[src/rtl/decoder_pkg.sv]
// ============================================================================
// Module      : decoder_pkg
// Description : Shared widths and the reference binary-to-one-hot decode.
// Revision    : 1.0
// ============================================================================
`default_nettype none
`timescale 1ns/1ps

package decoder_pkg;

    localparam int DEC_IN_W  = 3;
    localparam int DEC_OUT_W = 8;

    function automatic logic [DEC_OUT_W-1:0] onehot_decode(
        input logic [DEC_IN_W-1:0] value,
        input logic                enable
    );
        logic [DEC_OUT_W-1:0] w_code;
        w_code = '0;
        if (enable) begin
            w_code[value] = 1'b1;
        end
        return w_code;
    endfunction

endpackage

`default_nettype wire

[src/rtl/decoder_3_to_8_core.sv]
// ============================================================================
// Module      : decoder_3_to_8_core
// Description : Pure combinational binary-to-one-hot decode gated by en.
// Revision    : 1.0
// ============================================================================
`default_nettype none
`timescale 1ns/1ps

module decoder_3_to_8_core
    import decoder_pkg::*;
#(
    parameter int IN_W  = DEC_IN_W,
    parameter int OUT_W = 2**IN_W
) (
    input  logic [IN_W-1:0]  din,
    input  logic             en,
    output logic [OUT_W-1:0] next_dout
);

    // The default geometry reuses the shared reference function; other widths
    // fall back to a per-line compare.
    if (IN_W == DEC_IN_W && OUT_W == DEC_OUT_W) begin : g_pkg_decode
        assign next_dout = onehot_decode(din, en);
    end else begin : g_generic_decode
        for (genvar i = 0; i < OUT_W; i++) begin : g_line
            assign next_dout[i] = en && (din == IN_W'(i));
        end
    end

endmodule

`default_nettype wire

[src/rtl/decoder_3_to_8.sv]
// ============================================================================
// Module      : decoder_3_to_8
// Description : Registered one-hot decoder with enable and output-valid flag.
// Revision    : 1.0
// ============================================================================
`default_nettype none
`timescale 1ns/1ps

module decoder_3_to_8
    import decoder_pkg::*;
#(
    parameter int IN_W  = DEC_IN_W,
    parameter int OUT_W = 2**IN_W
) (
    input  logic             clk,
    input  logic             rst,
    input  logic [IN_W-1:0]  din,
    input  logic             en,
    output logic [OUT_W-1:0] dout,
    output logic             dout_vld
);

    if (OUT_W != 2**IN_W) begin : g_width_check
        $fatal(1, "decoder_3_to_8: OUT_W must equal 2**IN_W");
    end

    logic [OUT_W-1:0] w_next_dout;
    logic [OUT_W-1:0] r_dout;
    logic             r_dout_vld;

    decoder_3_to_8_core #(
        .IN_W  (IN_W),
        .OUT_W (OUT_W)
    ) u_core (
        .din       (din),
        .en        (en),
        .next_dout (w_next_dout)
    );

    always_ff @(posedge clk or posedge rst) begin
        if (rst) begin
            r_dout     <= '0;
            r_dout_vld <= 1'b0;
        end else begin
            r_dout     <= w_next_dout;
            r_dout_vld <= en;
        end
    end

    assign dout     = r_dout;
    assign dout_vld = r_dout_vld;

    a_onehot_when_valid : assert property (
        @(posedge clk) disable iff (rst) dout_vld |-> $onehot(dout)
    ) else $error("decoder_3_to_8: dout not one-hot while dout_vld=1");

endmodule

`default_nettype wire

[config.mk]
export PLATFORM = sky130hd
export DESIGN_NAME = decoder_3_to_8
export DESIGN_NICKNAME = d
export VERILOG_FILES = /design/src/rtl/decoder_pkg.sv /design/src/rtl/decoder_3_to_8_core.sv /design/src/rtl/decoder_3_to_8.sv
export SDC_FILE = /design/constraint.sdc
export NUM_CORES = 1
export LEC_CHECK = 0
export BUFFER_PORTS_ARGS = -buffer_cell sky130_fd_sc_hd__buf_2
export CAP_MARGIN = 25
export CORE_AREA = 2 2 39 41
export DETAILED_ROUTE_END_ITERATION = 8
export DIE_AREA = 0 0 41 43
export SKIP_LAST_GASP = 1
export SLEW_MARGIN = 0
export SYNTH_ARGS = -nofsm -noshare
export SYNTH_HDL_FRONTEND = slang
export SYNTH_SLANG_ARGS = --single-unit
[constraint.sdc]
create_clock -name clk -period 0.8 [get_ports clk]
set_input_delay 0.04 -clock clk [delete_from_list [all_inputs] [get_ports clk]]
set_output_delay 0.04 -clock clk [all_outputs]
set_load 0.02 [all_outputs]
==> results of run 1 <==
[through the flow]
stage | cells | hold slack (ns) | TNS, ns | area (sq um)
global placement | 48 | 0.0104 | 0 | 415
floorplan | 18 | -0.132 | 0 | 325
finish | 54 | 0.0456 | 0 | 518
global route | 54 | 0.0459 | -0.215 | 518
CTS | 54 | 0.0314 | -0.0434 | 518
detailed placement | 48 | 0.0114 | 0 | 415
[sequential cells by signal, indices dropped and copies added, names as in the netlist]
name      count
dout          8
dout_vld      1
[power by group]
group,internal [uW],switching [uW]
combinational,53.0,54.0
clock,191,144
sequential,468,5.69
total,712,203
[synth_stat cells]
master / count
and4b_2: 3
and4bb_2: 3
inv_1: 1
dfrtp_1: 9
nor4b_2: 1
and4_2: 1
[per-layer routing]
layer  vias to the layer above  GRT usage  wire (um)
met4                         0     0.0400          0
met2                        17      0.100        247
li1                        111          -          -
met3                         0     0.0785         64
met1                        97      0.114        309
met5                         -          0          0
[cells by family after synthesis]
kind of cell,count (synthesis),synth area share
flip-flops,9,0.692
buffers and inverters,1,0.0115
AND/OR/NAND/NOR,8,0.296
[timing repair]
item,CTS,global route
endpoints found under the hold margin,10,0
hold buffers,2,0
resized for setup,18,0
gates cloned,0,0
endpoints found under the setup margin,9,9
[area by class of cell]
type,instances,area [sq um]
inverter,1,3.75
timing repair buffer,16,146
multi-input combinational,8,96.3
clock buffer,4,26.3
fill,135,866
sequential,9,225
tap,16,20.0
[how the worst min path moves through the flow]
stage                      start       to  slack (ns)  cells after the start
after floorplan              rst  dout[0]       -0.13                      1
after global routing      din[1]  dout[0]        0.05                      2
after detailed placement     rst  dout[5]        0.01                      2
after CTS                 din[0]  dout[0]        0.03                      2
final                     din[0]  dout[0]        0.05                      2
after global placement       rst  dout[5]        0.01                      2
==> impl_metrics.toml, run 1 <==
[global_route]
grt_max_degree = 10
gr-total-overflow = 0
antenna_found_initial = 0
grt_pass1_vias = 225
grt_pass1_wl_um = 966
track_usage = 0.0886

[setup_path]
slowest_delay_ns = 0.37
crit_path_cell_trace = "buf_6"
crit_path_end = "dout[1]"
critPathRequiredTime_ns = 0.76
path_buf_inv = 1
startpoint_type = "register"
crit_slowest_cell = "dfrtp_1"
end_kind = "output pin"
crit_arrival_ns = 0.76
crit_cells = 1
crit_family = "flip-flops"
crit_path_start = "dout[1]"
path_max_fanout = 1
critPathKind = "register to output pin"

[floorplan]
pin_count = 15
fp-row-count = 14
die-area_sq_mm = 0.00176
coreArea_sq_mm = 0.00138
die_h_um = 43
start_util = 0.235
die_width_um = 41

[final_layout]
nNetsFinal = 45
syn2layout_area_growth_pct = 59.2
final_cell_mix = "dfrtp_1 (9), buf_6 (9), buf_2 (5)"
diodes = 0
layout-drive-gt1-share = 0.658
postLayoutCoreUtil = 0.374

[routing]
drc = 0
drtPass1Iterations = 2
dr_total_vias = 225
vias_per_cell = 4.17
ant_nets = 0
drt-wirelength-per-cell_um = 11.5
dr.first_iter.drc_count = 5
routed_wl_um = 621

[synth]
ys_ff_latch = 9
synth_cells = 18
syn_avg_cell_area_sq_um = 18.1
synth_top_cell_area_share = 0.692
yosysTopAreaCell = "dfrtp_1"
ys_warn_count = 0
synth.area.top_cells = "dfrtp_1 (69%), and4bb_2 (12%), and4b_2 (10%), nor4b_2 (4.6%), and4_2 (3.1%)"
yosys.cell_types.count = 6
yosysSeqAreaShare = 0.692
syn_nets = 24
synth_area_sq_um = 325

[clock_tree]
cts_setup_buffers = 0
clock-sinks = 9
cts_tree = "built"
cts_max_level = 1
clockBufferDepth = 2
cts-root-buf = "clkbuf_4"
cts_buffers = 3
clk_pin_slew_ns = 0.06

[sta]
period_share = 0.997
drv_slew = 0
relSlewSlack = 0.781
clock.fmax_mhz = 1250
worst_slack_ns = 0.00216
hold_violations = 0
tightest_slew_ns = 0.328
rsz0062_at_grt = "yes"
period_minus_slack_ns = 0.798
finalSetupViolCount = 0

[power_and_ir_drop]
p_leak_uw = 0.000259
totalPowerFinal_uw = 916
p_per_area_mw_per_mm2 = 1770
ir_drop_v = 0.00151

[hold_path]
hp-class = "primary input to register"

[status]
status = "complete, no violations"

[placement]
post-place-ws_ns = 0.241
port_buffers = 14
dp.final_hpwl_um = 424
globalplace.congestion = 0.646

[flow_run]
cap_violations = 0
Note: power is estimated with default switching activity, not from simulation.
==> run 2, diff against run 1 <==
--- a/config.mk
+++ b/config.mk
@@ -5,11 +5,11 @@
 export SDC_FILE = /design/constraint.sdc
 export NUM_CORES = 1
 export LEC_CHECK = 0
-export BUFFER_PORTS_ARGS = -buffer_cell sky130_fd_sc_hd__buf_2
 export CAP_MARGIN = 25
 export CORE_AREA = 2 2 39 41
 export DETAILED_ROUTE_END_ITERATION = 8
 export DIE_AREA = 0 0 41 43
+export DONT_BUFFER_PORTS = 1
 export SKIP_LAST_GASP = 1
 export SLEW_MARGIN = 0
 export SYNTH_ARGS = -nofsm -noshare
==> run 2 against run 1 <==
  * Core utilization fell by 6.2 points
  * Final area shrank 17%
  * Critical path depth rose by 1
  * Fmax is 7.5% higher
  * Die area unchanged
  * Wire length increased by 4.5%
  * Count of clock-buffer cells in the layout stayed put
  * Combinational power fell by 50%
  * Non-clock buffer count is 10 lower
==> impl_metrics.toml, run 2 (same netlist as run 1, synthesis figures left out) <==
[final_layout]
largest_register_ff_count = 8
postLayoutCoreUtil = 0.312
final_cell_mix = "dfrtp_1 (9), dlygate4sd3_1 (6), and4bb_2 (3), and4b_2 (3), clkbuf_4 (3)"
final_common_cell = "dfrtp_1"
layout.cells.non_filler = 44
layout-drive-gt1-share = 0.393
fillerInstances = 148
diodes = 0
fin_area_sq_um = 432
nNetsFinal = 35
syn2layout_area_growth_pct = 32.7

[setup_path]
path_max_fanout = 7
crit_arrival_ns = 0.89
path_buf_inv = 1
startpoint_type = "primary input"
crit_family = "buffers and inverters"
critPathRequiredTime_ns = 0.95
critPathKind = "primary input to register"
crit_path_cell_trace = "dlygate4sd3_1 > nor4b_2"
slowest_delay_ns = 0.57
crit_cells = 2
crit_slowest_cell = "dlygate4sd3_1"
end_kind = "register"

[global_route]
gr-total-overflow = 0
grt_max_degree = 10
track_usage = 0.0856
grt_pass1_wl_um = 945
antenna_found_initial = 0
grt_pass1_vias = 223

[placement]
port_buffers = 0
post-place-ws_ns = 0.329
dp.cells = 34
placed_cell_area_sq_um = 345
globalplace.congestion = 0.655

[hold_path]
hp-class = "primary input to register"
min_path_cells = 1
holdCritStartpoint = "en"
hold_path_end = "dout[2]"

[routing]
drt-wirelength-per-cell_um = 14.8
dr_total_vias = 208
vias_per_cell = 4.73
drc = 0
dr.first_iter.drc_count = 3
ant_nets = 0
drtPass1Iterations = 2
routed_wl_um = 649

[clock_tree]
cts_max_level = 1
clock-sinks = 9
clockBufferDepth = 2
cts-root-buf = "clkbuf_4"
clk_pin_slew_ns = 0.06
cts_setup_buffers = 0
cts_buffers = 3
cts_tree = "built"

[sta]
period_share = 0.928
clock.fmax_mhz = 1350
drv_slew = 0
tightest_slew_ns = 0.321
finalSetupViolCount = 0
rsz0062_at_grt = "no"
period_minus_slack_ns = 0.742
worst_slack_ns = 0.0577
tns_ns = 0
hold_violations = 0
relSlewSlack = 0.786

[floorplan]
coreArea_sq_mm = 0.00138
die_width_um = 41
start_util = 0.235
die_h_um = 43
pin_count = 15
die-area_sq_mm = 0.00176
fp-row-count = 14

[power_and_ir_drop]
ir_drop_v = 0.000693
p_leak_uw = 0.000200
p_per_area_mw_per_mm2 = 2040

[flow_run]
cap_violations = 0

[status]
status = "complete, no violations"
run 2: how the worst max path moves through the flow:
stage          startpoint      end  slack (ns)
3_5_place_dp      dout[7]  dout[7]        0.33
6_report           din[2]  dout[0]        0.06
2_1_floorplan     dout[0]  dout[0]        0.34
3_3_place_gp      dout[1]  dout[1]        0.33
4_1_cts           dout[2]  dout[2]        0.05
5_1_grt            din[2]  dout[0]        0.02
run 2: through the flow:
step	hold WS, ns	power [uW]
4_1_cts	0.000808	891
3_5_place_dp	-0.0986	525
5_1_grt	0.00218	921
3_3_place_gp	-0.114	523
2_1_floorplan	-0.132	519
6_report	0.0129	879
run 2: per-layer routing:
metal,routed length (um),part of all wire,vias up,GRT usage
met3,101,0.16,0,0.0524
met1,272,0.42,102,0.0980
met5,0,0,-,0
met4,0,0,0,0.0800
met2,275,0.42,15,0.103
li1,-,-,91,-
run 2: repair_timing:
item | CTS | global route
resized for setup | 0 | 0
hold buffers | 5 | 1
endpoints found under the hold margin | 14 | 1
run 2: final cells by class:
cell class | instances | area (sq um) | area share
flip-flops and latches | 9 | 225 | 0.522
multi-input cells | 8 | 96.3 | 0.223
repair buffers | 6 | 60.1 | 0.139
clock buffers | 4 | 26.3 | 0.0609
well taps | 16 | 20.0 | 0.0464
inverters | 1 | 3.75 | 0.00870
run 2: where the power goes:
group,switching (uW),internal [uW],total (uW)
registers,22.4,468,491
logic,18.9,34.1,53.0
clock network,144,191,335
